[config.mk]
export PLATFORM = sky130hd
export DESIGN_NAME = if_stage
export DESIGN_NICKNAME = d
export VERILOG_FILES = /design/src/rtl/mips_pkg.sv /design/src/rtl/if_id_reg.sv /design/src/rtl/if_stage.sv
export SDC_FILE = /design/constraint.sdc
export NUM_CORES = 1
export LEC_CHECK = 0
export ABC_AREA = 1
export CAP_MARGIN = 20
export CORE_ASPECT_RATIO = 0.75
export CORE_MARGIN = 5
export CORE_UTILIZATION = 43
export CTS_BUF_LIST = sky130_fd_sc_hd__clkbuf_8
export CTS_CLUSTER_SIZE = 25
export DETAILED_ROUTE_END_ITERATION = 8
export PLACE_DENSITY = 0.68
export RECOVER_POWER = 25
export SLEW_MARGIN = 15
export SYNTH_ARGS = -nofsm -noshare
export SYNTH_HDL_FRONTEND = slang
export SYNTH_SLANG_ARGS = --single-unit
[constraint.sdc]
create_clock -name clk -period 2.65 [get_ports clk]
set_input_delay 0.3975 -clock clk [delete_from_list [all_inputs] [get_ports clk]]
set_output_delay 0.3975 -clock clk [all_outputs]
set_load 0.03 [all_outputs]
[src/rtl/mips_pkg.sv]
`default_nettype none
`timescale 1ns/1ps
// +------------------------------------------------------------------+
// | mips_pkg : reset vector, opcode constants, fetch FSM encoding    |
// | rev 1.0                                                          |
// +------------------------------------------------------------------+
package mips_pkg;

  localparam logic [31:0] RESET_PC = 32'h0000_0000;

  localparam logic [5:0] OP_RTYPE = 6'b000000;
  localparam logic [5:0] OP_LW    = 6'b100011;
  localparam logic [5:0] OP_SW    = 6'b101011;
  localparam logic [5:0] OP_BEQ   = 6'b000100;

  typedef enum logic [1:0] {
    FETCH = 2'd0,
    WAIT  = 2'd1,
    HOLD  = 2'd2,
    DRAIN = 2'd3
  } if_state_e;

  function automatic logic [31:0] pc_plus4(input logic [31:0] pc);
    return pc + 32'd4;
  endfunction

endpackage
`default_nettype wire

[src/rtl/if_id_reg.sv]
`default_nettype none
`timescale 1ns/1ps
// +------------------------------------------------------------------+
// | if_id_reg : IF/ID pipeline register with stall hold, flush and   |
// |             a one-entry buffer for responses that meet a stall   |
// | rev 1.0                                                          |
// +------------------------------------------------------------------+
module if_id_reg (
  input  logic        clk,
  input  logic        rst_n,
  input  logic        i_stall,
  input  logic        i_flush,
  input  logic        i_load_rsp,
  input  logic        i_capture,
  input  logic        i_load_buf,
  input  logic [31:0] i_rsp_data,
  input  logic [31:0] i_rsp_pc4,
  output logic        o_valid,
  output logic [31:0] o_instr,
  output logic [31:0] o_pc4
);

  logic        r_valid;
  logic [31:0] r_instr;
  logic [31:0] r_pc4;
  logic        r_buf_valid;
  logic [31:0] r_buf_instr;
  logic [31:0] r_buf_pc4;

  // Flush beats every load; a plain stall freezes all fields.
  always_ff @(posedge clk or negedge rst_n) begin
    if (!rst_n) begin
      r_valid <= 1'b0;
      r_instr <= 32'h0;
      r_pc4   <= 32'h0;
    end else if (i_flush) begin
      r_valid <= 1'b0;
    end else if (i_load_rsp) begin
      r_valid <= 1'b1;
      r_instr <= i_rsp_data;
      r_pc4   <= i_rsp_pc4;
    end else if (i_load_buf) begin
      r_valid <= r_buf_valid;
      r_instr <= r_buf_instr;
      r_pc4   <= r_buf_pc4;
    end else if (!i_stall) begin
      r_valid <= 1'b0;
    end
  end

  always_ff @(posedge clk or negedge rst_n) begin
    if (!rst_n) begin
      r_buf_valid <= 1'b0;
      r_buf_instr <= 32'h0;
      r_buf_pc4   <= 32'h0;
    end else if (i_flush || i_load_buf) begin
      r_buf_valid <= 1'b0;
    end else if (i_capture) begin
      r_buf_valid <= 1'b1;
      r_buf_instr <= i_rsp_data;
      r_buf_pc4   <= i_rsp_pc4;
    end
  end

  assign o_valid = r_valid;
  assign o_instr = r_instr;
  assign o_pc4   = r_pc4;

endmodule
`default_nettype wire

[src/rtl/if_stage.sv]
`default_nettype none
`timescale 1ns/1ps
// +------------------------------------------------------------------+
// | if_stage : instruction fetch with one outstanding imem request,  |
// |            stall buffering and branch redirect                   |
// | rev 1.0                                                          |
// +------------------------------------------------------------------+
module if_stage (
  input  logic        clk,
  input  logic        rst_n,
  input  logic        stall,
  input  logic        redirect,
  input  logic [31:0] redirect_pc,
  output logic        imem_req_valid,
  input  logic        imem_req_ready,
  output logic [31:0] imem_addr,
  input  logic        imem_rsp_valid,
  input  logic [31:0] imem_rsp_data,
  output logic        if_id_valid,
  output logic [31:0] if_id_instr,
  output logic [31:0] if_id_pc4,
  output logic [5:0]  opcode
);

  import mips_pkg::*;

  if_state_e   r_state;
  if_state_e   w_state_nxt;
  logic [31:0] r_pc;
  logic [31:0] r_req_pc;
  logic        w_req_valid;
  logic        w_fire;
  logic        w_rsp_take;
  logic        w_load_rsp;
  logic        w_capture;
  logic        w_load_buf;
  logic        w_unused_ok;

  // Gating on rst_n keeps the request low while reset is held.
  assign w_req_valid = rst_n && (r_state == FETCH) && !redirect;
  assign w_fire      = w_req_valid && imem_req_ready;
  assign w_rsp_take  = (r_state == WAIT) && imem_rsp_valid && !redirect;
  assign w_load_rsp  = w_rsp_take && !stall;
  assign w_capture   = w_rsp_take && stall;
  assign w_load_buf  = (r_state == HOLD) && !stall && !redirect;
  assign w_unused_ok = &{1'b0, redirect_pc[1:0]};

  always_comb begin
    w_state_nxt = r_state;
    case (r_state)
      FETCH: if (w_fire) w_state_nxt = WAIT;
      WAIT: begin
        if (redirect)            w_state_nxt = imem_rsp_valid ? FETCH : DRAIN;
        else if (imem_rsp_valid) w_state_nxt = stall ? HOLD : FETCH;
      end
      HOLD:  if (redirect || !stall) w_state_nxt = FETCH;
      // The in-flight response retires DRAIN even if a new redirect coincides.
      DRAIN: if (imem_rsp_valid) w_state_nxt = FETCH;
      default: w_state_nxt = FETCH;
    endcase
  end

  always_ff @(posedge clk or negedge rst_n) begin
    if (!rst_n) begin
      r_state  <= FETCH;
      r_pc     <= RESET_PC;
      r_req_pc <= RESET_PC;
    end else begin
      r_state <= w_state_nxt;
      if (redirect)    r_pc <= {redirect_pc[31:2], 2'b00};
      else if (w_fire) r_pc <= pc_plus4(r_pc);
      if (w_fire)      r_req_pc <= r_pc;
    end
  end

  if_id_reg u_if_id_reg (
    .clk        (clk),
    .rst_n      (rst_n),
    .i_stall    (stall),
    .i_flush    (redirect),
    .i_load_rsp (w_load_rsp),
    .i_capture  (w_capture),
    .i_load_buf (w_load_buf),
    .i_rsp_data (imem_rsp_data),
    .i_rsp_pc4  (pc_plus4(r_req_pc)),
    .o_valid    (if_id_valid),
    .o_instr    (if_id_instr),
    .o_pc4      (if_id_pc4)
  );

  assign imem_req_valid = w_req_valid;
  assign imem_addr      = r_pc;
  assign opcode         = if_id_instr[31:26];

endmodule
`default_nettype wire

==> flow_metrics.py <==
metrics = {
    "route": {
        "wl_met1_mm": 12.1,
        "first_pass_iters": 5,
        "final_antenna_net_count": 0,
        "via_per_inst": 5.05,
        "drt_wl_total_mm": 25.5,
        "vias": 8407,
        "wl_met2_mm": 11.5,
        "drtIter0Drc": 817,
        "dr_wl_met3_mm": 1.51,
        "wire_per_inst_um": 15.3,
        "highest_layer": "met4",
        "drc": 0,
    },
    "finish": {
        "n_fill_cell": 2028,
        "final_core_util": 0.549,
        "drive_gt1_frac": 0.0566,
        "final_cell_mix": "nand2_1 (388), dfrtp_1 (188), nor2_1 (168)",
        "final_common_cell": "nand2_1",
        "area_growth_pct": 24.3,
        "antenna_cells": 0,
        "fin_nets": 1437,
        "layout.cells.non_filler": 1666,
    },
    "setup_path": {
        "crit_required_ns": 2.25,
        "r2r_slack_ns": 0.71,
        "crit_chain": "clkdlybuf4s50_1",
        "cp_top_family": "buffers and inverters",
        "cp-start-kind": "flop",
        "worst_ep_arrival_time_ns": 1.76,
        "crit_slowest_cell": "clkdlybuf4s50_1",
        "max_stage_delay_ns": 0.73,
        "cp_max_fo": 7,
        "path_buf_inv": 1,
        "critical_path_class": "reg2out",
        "cp-end-kind": "output pin",
    },
    "sta": {
        "worstMarginPinSlew_ns": 1.71,
        "timing.final.crit_share": 0.814,
        "slew_headroom": -0.142,
        "fin_crit_ns": 2.16,
        "final.setup_skew_ns": 0.0218,
        "slew_viol_final": 189,
        "rsz0062_at_grt": "no",
        "hold_viol": 0,
        "fin_tns_setup_ns": 0,
        "fin_ws_ns": 0.494,
        "fmax_mhz": 464,
        "finalSetupViolCount": 0,
    },
    "clock_network": {
        "clk_latency_ns": 0.48,
        "cts-root-buf": "clkbuf_8",
        "ctsResizeCount": 0,
        "cts_max_level": 4,
        "cts_tree": "yes",
        "cts_buffers": 17,
        "post-cts-setup-buffer-count": 0,
        "clk_pin_slew_worst_paths_ns": 0.13,
        "clock_sinks": 188,
        "cts_hold_buf": 0,
        "clockBufferDepth": 2,
    },
    "power": {
        "power_uw": 12000,
        "power_density_nw_per_um2": 1030,
        "switching_share": 0.431,
        "combPwrFrac": 0.412,
        "internal_power_uw": 6820,
        "seqPwrFrac": 0.417,
        "power.clock.fraction": 0.171,
        "p_leak_uw": 0.00527,
        "p_sw_uw": 5170,
        "vdd_drop_max_v": 0.000590,
    },
    "logic_synthesis": {
        "ys_warn_count": 0,
        "synthTopCellsByArea": "dfrtp_1 (50%), nand2_1 (15%), nor2_1 (6.7%)",
        "synth_cell_types": 33,
        "avgSynthCellArea_um2": 7.71,
        "yosysTopAreaCellShare": 0.501,
        "syn_inst": 1219,
        "yosys_register_bits": 188,
        "synth_area_leader_cell": "dfrtp_1",
        "seq_area_frac_synth": 0.501,
        "syn_area_um2": 9400,
    },
    "global_routing": {
        "grt_pass1_vias": 8054,
        "antenna_found_initial": 0,
        "grt_pass1_wl_mm": 42.1,
        "track_usage": 0.203,
        "grt_max_degree": 189,
        "grt_overflow": 0,
    },
    "place": {
        "dp_slack_ns": 0.399,
        "placed_cells": 1634,
        "gp_congestion": 0.892,
        "hpwl_mm": 18.0,
        "portBuffers": 167,
    },
    "hold_path": {
        "hold_path_class": "in2reg",
    },
    "floorplan": {
        "rows": 46,
        "die_x_um": 181,
        "dieArea_um2": 24900,
        "die_y_um": 138,
        "initial_core_util": 0.441,
        "core_area_um2": 21300,
        "io_pins": 174,
    },
    "flow_run": {
        "cap_violations": 1,
    },
    "status": {
        "outcome": "finished with violations",
        "violations": "capacitance limit, slew limit",
    },
}
[tightest hold or removal path, stage by stage]
cell	delay (ns)
clkdlybuf4s50_1	0.42
nand2_1	0.07
nand2_1	0.05
[registers in the layout (all words and copies together) (netlist names)]
name	count
imem_addr	30
u_if_id_reg.r_buf_pc4	30
u_if_id_reg.o_instr	32
r_state	2
u_if_id_reg.o_pc4	30
u_if_id_reg.r_buf_valid	1
u_if_id_reg.o_valid	1
u_if_id_reg.r_buf_instr	32
r_req_pc	30
[synth_stat cells]
library cell  number
buf_4             19
nor2_1           168
a31oi_1            4
dfrtp_1          188
o21bai_1           7
nor3_4             1
conb_1             1
clkbuf_1          19
buf_2             16
a31oi_2            1
nand2_4            1
inv_1             96
inv_2              7
nand2_1          388
o21ai_0           84
clkbuf_2           1
o2111ai_1          1
xor2_1            11
o221ai_1           1
buf_6              4
xnor2_1            8
o211ai_1           9
o21ai_1           14
nor2_2             8
ha_1               2
nand3b_1          10
nor3_1             8
nor2_4             6
nand3_1           62
nand4_1           14
a21oi_1           16
nand2_2            5
o22ai_1           39
[power groups by stage]
stage	combinational, uW	clock [uW]	sequential, uW
floorplan	2070	0	5940
finish	4940	2050	5000
global route	5420	2240	5170
CTS	5010	2110	5000
detailed placement	4990	0	5050
global placement	4910	0	5020
[path summary, 6_finish.rpt]
check | startpoint | depth (start not counted) | endpoint
min reg2reg | u_if_id_reg.r_buf_instr[8] | 2 | u_if_id_reg.r_buf_instr[8]
min | imem_rsp_data[10] | 3 | u_if_id_reg.r_buf_instr[10]
min in group asynchronous | rst_n | 2 | imem_addr[2]
max reg2reg | r_req_pc[2] | 10 | u_if_id_reg.o_pc4[28]
max | imem_addr[19] | 1 | imem_addr[19]
max in group asynchronous | rst_n | 2 | u_if_id_reg.r_buf_pc4[29]
[through the flow]
step,instance area (um^2),hold WS (ns)
after global routing,11700,0.449
final,11700,0.471
after floorplan,9410,0.102
after global placement,11300,0.454
after CTS,11700,0.184
after detailed placement,11300,0.458
[logic make-up (layout without fill, tap and decap cells)]
family,Yosys count,count (layout),synth area share
adders and majority gates,2,2,0.00266
AOI/OAI and AO/OA,176,176,0.105
buffers and inverters,162,318,0.0778
DFF,188,188,0.501
other,1,4,0.000399
xor gates and xnor gates,19,19,0.0177
and+or+nand+nor,671,671,0.295
[metal layers]
metal / track usage / vias up
li1: - / 4178
met1: 0.296 / 3979
met2: 0.316 / 228
met3: 0.0425 / 22
met4: 0.0398 / 0
met5: 0 / -
[final cells by class]
class / count / area, um^2 / area share
repair buffers: 183 / 1810 / 0.155
inverters: 103 / 387 / 0.0331
multi-input cells: 872 / 3970 / 0.340
clock inverters: 15 / 211 / 0.0181
well taps: 288 / 360 / 0.0308
flip-flops and latches: 188 / 4700 / 0.403
clock buffers: 17 / 234 / 0.0200
Note: power is estimated with default switching activity, not from simulation.
